## src/rtl/pipe_share_pkg.sv

```systemverilog
// Shared types and constants for the pipe_share_arbiter slice.
// Stage payloads are sized for the widest supported configuration; users take the low W / IDW bits.
package pipe_share_pkg;

  localparam int PIPE_DEPTH = 3;
  localparam int ID_MAXW    = 4;
  localparam int DATA_MAXW  = 64;

  typedef struct packed {
    logic                 valid;
    logic [ID_MAXW-1:0]   id;
    logic [DATA_MAXW-1:0] data;
    logic [DATA_MAXW-1:0] c;
  } stage_t;

  function automatic logic [1:0] count_valid(input logic v0, input logic v1, input logic v2);
    return {1'b0, v0} + {1'b0, v1} + {1'b0, v2};
  endfunction

endpackage

```

## src/rtl/rr_arbiter.sv

```systemverilog
// Round-robin arbiter: the search starts at ptr, and ptr moves past the winner only on an accepted grant.
module rr_arbiter #(
  parameter  int NREQ = 4,
  localparam int IDW  = $clog2(NREQ)
) (
  input  logic            clk,
  input  logic            rst,
  input  logic [NREQ-1:0] req,
  input  logic            advance,
  output logic [NREQ-1:0] grant,
  output logic [IDW-1:0]  grant_idx,
  output logic            any_grant
);

  logic [IDW-1:0] ptr_r;
  logic [IDW-1:0] idx_s;
  logic [IDW-1:0] win_s;
  logic           found_s;
  logic           enable_s;

  // first requester at or after ptr, wrapping modulo NREQ
  always_comb begin
    found_s = 1'b0;
    win_s   = '0;
    idx_s   = '0;
    for (int k = 0; k < NREQ; k++) begin
      idx_s = IDW'((int'(ptr_r) + k) % NREQ);
      if (!found_s && req[idx_s]) begin
        found_s = 1'b1;
        win_s   = idx_s;
      end else begin
        win_s   = win_s;
      end
    end
  end

  assign enable_s = advance && !rst && found_s;

  // one-hot grant, suppressed during stall or reset
  always_comb begin
    grant        = '0;
    grant[win_s] = enable_s;
    grant_idx    = win_s;
    any_grant    = enable_s;
  end

  // pointer advances past the winner only on an accepted grant
  always_ff @(posedge clk) begin
    if (rst) begin
      ptr_r <= '0;
    end else if (enable_s) begin
      ptr_r <= (win_s == IDW'(NREQ - 1)) ? '0 : win_s + IDW'(1);
    end
  end

endmodule

```

## src/rtl/pipe_share_arbiter.sv

```systemverilog
// Shares one 3-stage z = (a | b) ^ c pipeline among NREQ requesters with a global stall.
// Each result is tagged with the ID of the requester that issued it.
module pipe_share_arbiter
  import pipe_share_pkg::*;
#(
  parameter  int NREQ = 4,
  parameter  int W    = 8,
  localparam int IDW  = $clog2(NREQ)
) (
  input  logic            clk,
  input  logic            rst,
  input  logic [NREQ-1:0] req_valid,
  input  logic [NREQ*W-1:0] req_a,
  input  logic [NREQ*W-1:0] req_b,
  input  logic [NREQ*W-1:0] req_c,
  output logic [NREQ-1:0] req_ready,
  output logic            res_valid,
  output logic [W-1:0]    res_data,
  output logic [IDW-1:0]  res_id,
  input  logic            res_ready,
  output logic [1:0]      occupancy
);

  logic            advance_s;
  logic [NREQ-1:0] grant_s;
  logic [IDW-1:0]  grant_idx_s;
  logic            any_grant_s;
  logic [W-1:0]    a_sel_s;
  logic [W-1:0]    b_sel_s;
  logic [W-1:0]    c_sel_s;
  stage_t          s1_r;
  stage_t          s2_r;
  stage_t          s3_r;
  logic            unused_stage_bits_s;

  assign advance_s = !s3_r.valid || res_ready;

  rr_arbiter #(.NREQ(NREQ)) u_arb (
    .clk       (clk),
    .rst       (rst),
    .req       (req_valid),
    .advance   (advance_s),
    .grant     (grant_s),
    .grant_idx (grant_idx_s),
    .any_grant (any_grant_s)
  );

  // operand mux for the winning requester
  always_comb begin
    a_sel_s = '0;
    b_sel_s = '0;
    c_sel_s = '0;
    for (int i = 0; i < NREQ; i++) begin
      if (grant_idx_s == IDW'(i)) begin
        a_sel_s = req_a[i*W +: W];
        b_sel_s = req_b[i*W +: W];
        c_sel_s = req_c[i*W +: W];
      end else begin
        a_sel_s = a_sel_s;
      end
    end
  end

  // Stage registers. Payload loads only with a valid entry so the output holds its last result through bubbles.
  always_ff @(posedge clk) begin
    if (rst) begin
      s1_r <= '0;
      s2_r <= '0;
      s3_r <= '0;
    end else if (advance_s) begin
      s1_r.valid <= any_grant_s;
      if (any_grant_s) begin
        s1_r.id   <= ID_MAXW'(grant_idx_s);
        s1_r.data <= DATA_MAXW'(a_sel_s | b_sel_s);
        s1_r.c    <= DATA_MAXW'(c_sel_s);
      end
      s2_r.valid <= s1_r.valid;
      if (s1_r.valid) begin
        s2_r.id   <= s1_r.id;
        s2_r.data <= DATA_MAXW'(s1_r.data[W-1:0] ^ s1_r.c[W-1:0]);
        s2_r.c    <= '0;
      end
      s3_r.valid <= s2_r.valid;
      if (s2_r.valid) begin
        s3_r.id   <= s2_r.id;
        s3_r.data <= DATA_MAXW'(s2_r.data[W-1:0]);
        s3_r.c    <= '0;
      end
    end
  end

  assign req_ready = grant_s;
  assign res_valid = s3_r.valid;
  assign res_data  = s3_r.data[W-1:0];
  assign res_id    = s3_r.id[IDW-1:0];
  assign occupancy = count_valid(s1_r.valid, s2_r.valid, s3_r.valid);

  // payload bits above W/IDW exist only for wider configurations
  assign unused_stage_bits_s = ^{s1_r, s2_r, s3_r};

endmodule
```

## config.mk

```make
export PLATFORM = sky130hd
export DESIGN_NAME = pipe_share_arbiter
export DESIGN_NICKNAME = d
export VERILOG_FILES = /design/src/rtl/pipe_share_pkg.sv /design/src/rtl/rr_arbiter.sv /design/src/rtl/pipe_share_arbiter.sv
export SDC_FILE = /design/constraint.sdc
export NUM_CORES = 1
export LEC_CHECK = 0
export BUFFER_PORTS_ARGS = -buffer_cell sky130_fd_sc_hd__buf_2
export CORE_ASPECT_RATIO = 0.6
export CORE_MARGIN = 2
export CORE_UTILIZATION = 45
export DETAILED_ROUTE_END_ITERATION = 16
export PLACE_DENSITY_LB_ADDON = 0.1
export SETUP_SLACK_MARGIN = 0.2
export SLEW_MARGIN = 15
export SYNTH_ARGS = -nofsm -noshare
export SYNTH_HDL_FRONTEND = slang
export SYNTH_SLANG_ARGS = --single-unit
```

## constraint.sdc

```tcl
create_clock -name clk -period 4.6 [get_ports clk]
set_input_delay 0.92 -clock clk [delete_from_list [all_inputs] [get_ports clk]]
set_output_delay 0.92 -clock clk [all_outputs]
set_load 0.02 [all_outputs]
```

After elaboration in Yosys (flattened, before gate mapping) --
Index checks and enable logic that the tools add are counted.
Operators by class: equality and inequality tests 3, bitwise gates (word level) 3, divide/modulo/power cells 0, magnitude comparators 6, reductions and logical operators 16, multipliers 0, muxes and demuxes 31, shift operators 0, add/sub/neg operators 6
Operators by type and width (number):
- 8-bit 2-to-1 mux | 12
- 2-bit by 3-bit < comparator with 1-bit output (second input constant) | 5
- 2-bit 2-to-1 mux | 5
- 1-bit 2-to-1 mux | 9
- 1-bit binary-select mux with 2-bit select | 4
- 8-bit OR | 1
- 8-bit bitwise XOR | 1
- 1-bit logical AND | 6
- 2-bit AND reduction | 3
- 1-bit logical NOT | 5
- 2-bit by 1-bit adder with 2-bit output (second input constant) | 2
- 2-bit adder (second input constant) | 2
- 4-bit AND | 1
- 2-bit == test (second input constant) | 2
- 1-bit by 1-bit adder with 2-bit output | 1
- 2-bit by 1-bit adder with 2-bit output | 1
- 1-bit demux with 2-bit select | 1
- 2-bit by 1-bit == test with 1-bit output (second input constant) | 1
- 2-bit by 1-bit greater-or-equal comparator with 1-bit output (second input constant) | 1
- 2-bit logical NOT | 1
- 1-bit logical OR | 1
Word-level totals: RAM bits 0, input port bits 103, register bits after elaboration 43, memories 0, latch bits 0, bits in read-only memories 0, output and inout bits 17, word-level logic and storage cells 76

Longest topological paths before layout --
word-level depth 18, depth in mapped cells 11, mapped depth without buffers 9

Cells and area by module --
From an unflattened synthesis, not the netlist that was laid out.
Unflattened totals: cell total of the unflattened synthesis 239, area, all modules 2283.4 um^2
Modules (own cells, without submodules):
- pipe_share_arbiter | cells each 207, area each 2024.4 um^2, times used 1
- rr_arbiter | cells each 32, area each 259.0 um^2, times used 1

Worst setup path before layout --
OpenSTA, ideal clock, no wires.
kind input -> output, start input port req_valid[2], end output port req_ready[3], cell stages on the path 8, setup slack 989 ps, arrival time 2691 ps, buffers on the path 2, cells stage by stage nor2b_1 o21a_1 or4_4 inv_2 ha_1 buf_1 clkbuf_1 and2_1
On the way: longest elaborated chain between the ends 17, elaborated cells on any way between the ends 29
RTL lines:
- start: declaration | line pipe_share_arbiter.sv:12 | input logic [NREQ-1:0] req_valid,
- 1-bit binary-select mux with 2-bit select | line rr_arbiter.sv:28 | if (!found_s && req[idx_s]) begin
- 1-bit 2-to-1 mux (not written as such) | line rr_arbiter.sv:28
- 1-bit 2-to-1 mux | line rr_arbiter.sv:28
- 1-bit logical NOT | line rr_arbiter.sv:28
- 1-bit logical AND | line rr_arbiter.sv:28
- 1-bit 2-to-1 mux | line rr_arbiter.sv:28
- 1-bit logical NOT | line rr_arbiter.sv:28
- 1-bit logical AND | line rr_arbiter.sv:28
- (+2 left out)
- 1-bit logical AND | line rr_arbiter.sv:28
- 2-bit 2-to-1 mux * | line rr_arbiter.sv:28
- via grant_idx_s[0] | line pipe_share_arbiter.sv:26 | logic [IDW-1:0] grant_idx_s;
- 2-bit by 3-bit < comparator with 1-bit output (not written as such) / 2-bit by 1-bit greater-or-equal comparator with 1-bit output (equally long branches) | line rr_arbiter.sv:42 | grant[win_s] = enable_s;
- 1-bit logical AND (not written as such) | line rr_arbiter.sv:42
- 1-bit 2-to-1 mux (not written as such) | line rr_arbiter.sv:42
- 1-bit demux with 2-bit select *
- 4-bit AND (no source line) *
- end: declaration | line pipe_share_arbiter.sv:16 | output logic [NREQ-1:0] req_ready,
Mark *: on every way through the listed nets, which the timed path passes. The rest lies on a longest branch. The select of a mux whose other input is x is not followed.

Worst setup path after layout --
start input port req_valid[2], end output port req_ready[1]
Same word-level chain as after synthesis.

==> metrics.cfg <==
[floorplanning]
top_level_ports = 120
core_mm2 = 0.00503
die_height_um = 59.7
dieArea_mm2 = 0.00578
start_util = 0.462
die_w_um = 96.8
num_rows = 20

[clock_network]
cts_buffers = 5
clk_latency_ps = 290
cts_buffer_depth = 2
cts.repair.resized = 0
cts_sinks = 43
root_buffer = clkbuf_8
post_cts_buffers = 0
htree_levels = 2
hold_buffers = 0
cts_tree = yes
path_clk_slew_ps = 80

[global_route]
gr-total-overflow = 0
grt_usage = 0.228
grtUsageMet3 = 0.0573
met1_usage = 0.311
antenna_found_initial = 0
use_met2 = 0.369
grt_pass1_wl_um = 10600
grt_max_degree = 35
top_usage_layer = met2
grt_pass1_vias = 2292

[timing]
post-route-min-period_ps = 3720
fin_worst_skew_ps = 6.88
setup-tns-final_ps = 0
period_share = 0.810
rsz0062_at_grt = false
setup_viol = 0
final_max_slew_viol_count = 0
max-slew-margin-rel = 0.599
worst_slew_pin_slew_ps = 602
hold_violations = 0
clock.fmax_mhz = 268

[placed_design]
place_congestion = 0.823
dp_hpwl_um = 5070
portBuffers = 119

[drt]
drt-total-wl_um = 6580
drtIter0Drc = 97
route.vias.total = 2543
dr.pass1.iters = 4
post_drt_wl_per_cell_um = 14.0
viasPerCell = 5.40
postRouteAntennaNets = 0
drc = 0

[logic_synthesis]
synth-async-reset-ratio = 0
synth_area_leaders = dfxtp_1 (37%), a21oi_1 (10%), a221oi_1 (6.0%)
synth_edf_count = 0
synthFlopType = dfxtp_1
synth_top_area_cell = dfxtp_1
synth_top_area_frac = 0.370
synth.distinct_cells = 33
synthCells = 297
ys_warn_count = 0
syn_area_mm2 = 0.00232
syn_area_per_cell_um2 = 7.83
ys_seq_area_frac = 0.370
syn_nets = 405
synth.most_common_cell = a21oi_1
yosys-top-cells-count = a21oi_1 (48), dfxtp_1 (43), nand2_1 (36), nor2_1 (29), a221oi_1 (16)
yosys_register_bits = 43

[setup_path]
r2r-end = s1_r[67]$_SDFFE_PP0P_
start_kind = input port
crit_end = req_ready[1]
worst_setup_path_end_kind = output port
reg2reg_depth = 9
regToRegSetupSlack_ps = 1730
crit_type = input port to output port
cp.arrival_ps = 2800
cp.required_ps = 3680
startpoint = req_valid[2]
rr_startpoint = u_arb.ptr_r[0]$_SDFFE_PP0P_
worst-path-max-fanout = 13

[min_path]
hold_path_class = register to register

[layout]
area_delta_synth_final_pct = 31.1
drive_above_1_share = 0.341
antenna_cells = 0
seqCellArea_um2 = 861
num-fill-cells = 486
multi_input_area_mm2 = 0.00132
final_util = 0.606
nets = 512

[power_and_ir_drop]
power_density_mw_per_mm2 = 432
ir_worst_vdd_mv = 0.203
p_leak_nw = 1.36

[status]
status = complete, no violations

[flow_run]
max_cap_viol_count = 0

-- worst max-delay path: stages --
cell     delay, ps
buf_2          120
nor2b_1        140
o21a_1         210
or4_4          550
inv_2           80
ha_1           430
and2_1         190
buf_2          160
-- power breakdown --
| part | leakage (nW) | internal [W] | switching (W) |
|---|---|---|---|
| sequential | 0.355 | 0.000439 | 0.0000488 |
| combinational | 0.947 | 0.000240 | 0.000283 |
| clock | 0.0612 | 0.000176 | 0.000129 |
-- how the worst min path moves through the flow --
| stage | startpoint | cells after the start | end | slack (ps) |
|---|---|---|---|---|
| after CTS | res_data[2]$_SDFFE_PP0P_ | 2 | res_data[2]$_SDFFE_PP0P_ | 460 |
| after global routing | res_data[7]$_SDFFE_PP0P_ | 2 | res_data[7]$_SDFFE_PP0P_ | 470 |
| final | res_id[0]$_SDFFE_PP0P_ | 2 | res_id[0]$_SDFFE_PP0P_ | 450 |
| after floorplan | s1_r[129]$_SDFFE_PP0P_ | 2 | s2_r[129]$_SDFFE_PP0P_ | 430 |
| after detailed placement | res_data[2]$_SDFFE_PP0P_ | 2 | res_data[2]$_SDFFE_PP0P_ | 450 |
| after global placement | res_data[4]$_SDFFE_PP0P_ | 2 | res_data[4]$_SDFFE_PP0P_ | 440 |
-- state kept, by name, indices dropped and copies added, names as in the netlist --
name         count
u_arb.ptr_r      2
res_data         8
res_id           2
s2_r            11
res_valid        1
s1_r            19
-- layer usage --
layer | routed length, µm | vias up
met2 | 2950 | 78
li1 | - | 1267
met1 | 3170 | 1192
met5 | 0 | -
met4 | 41 | 0
met3 | 413 | 6
-- per-stage QoR --
step           worst slack, ps  cells  power [W]  hold WS, ps  area, µm²
2_1_floorplan              989    297   0.000875          432       2320
3_3_place_gp               951    463    0.00101          443       2930
3_5_place_dp               886    463    0.00102          446       2930
4_1_cts                    879    471    0.00132          457       3050
5_1_grt                    783    471    0.00141          473       3050
6_report                   875    471    0.00131          452       3050
-- cell usage in the layout (no fill, tap or decap), types with 8 or more instances in the layout --
cell,instances
buf_2,119
a21oi_1,48
dfxtp_1,43
nand2_1,36
nor2_1,29
a221oi_1,16
nand3_1,12
inv_1,11
o21ai_0,10
a211oi_1,9
nor3b_1,8
o211ai_1,8
xnor2_1,8
-- logic make-up after synthesis --
kind of cell	count (synthesis)	synth area share
compound gates	102	0.283
xor+xnor	8	0.0301
buf+inv	35	0.0662
flops	43	0.370
simple gates	104	0.221
fa+ha+maj	5	0.0301
-- layout make-up --
cell class                 instances  area share
multi-input combinational        219       0.432
sequential                        43       0.283
timing repair buffer             123       0.205
clock buffer                       6      0.0271
tap                               66      0.0271
inverter                          12      0.0148
clock inverter                     2      0.0115
No activity file was read; power rests on OpenSTA's default activity.
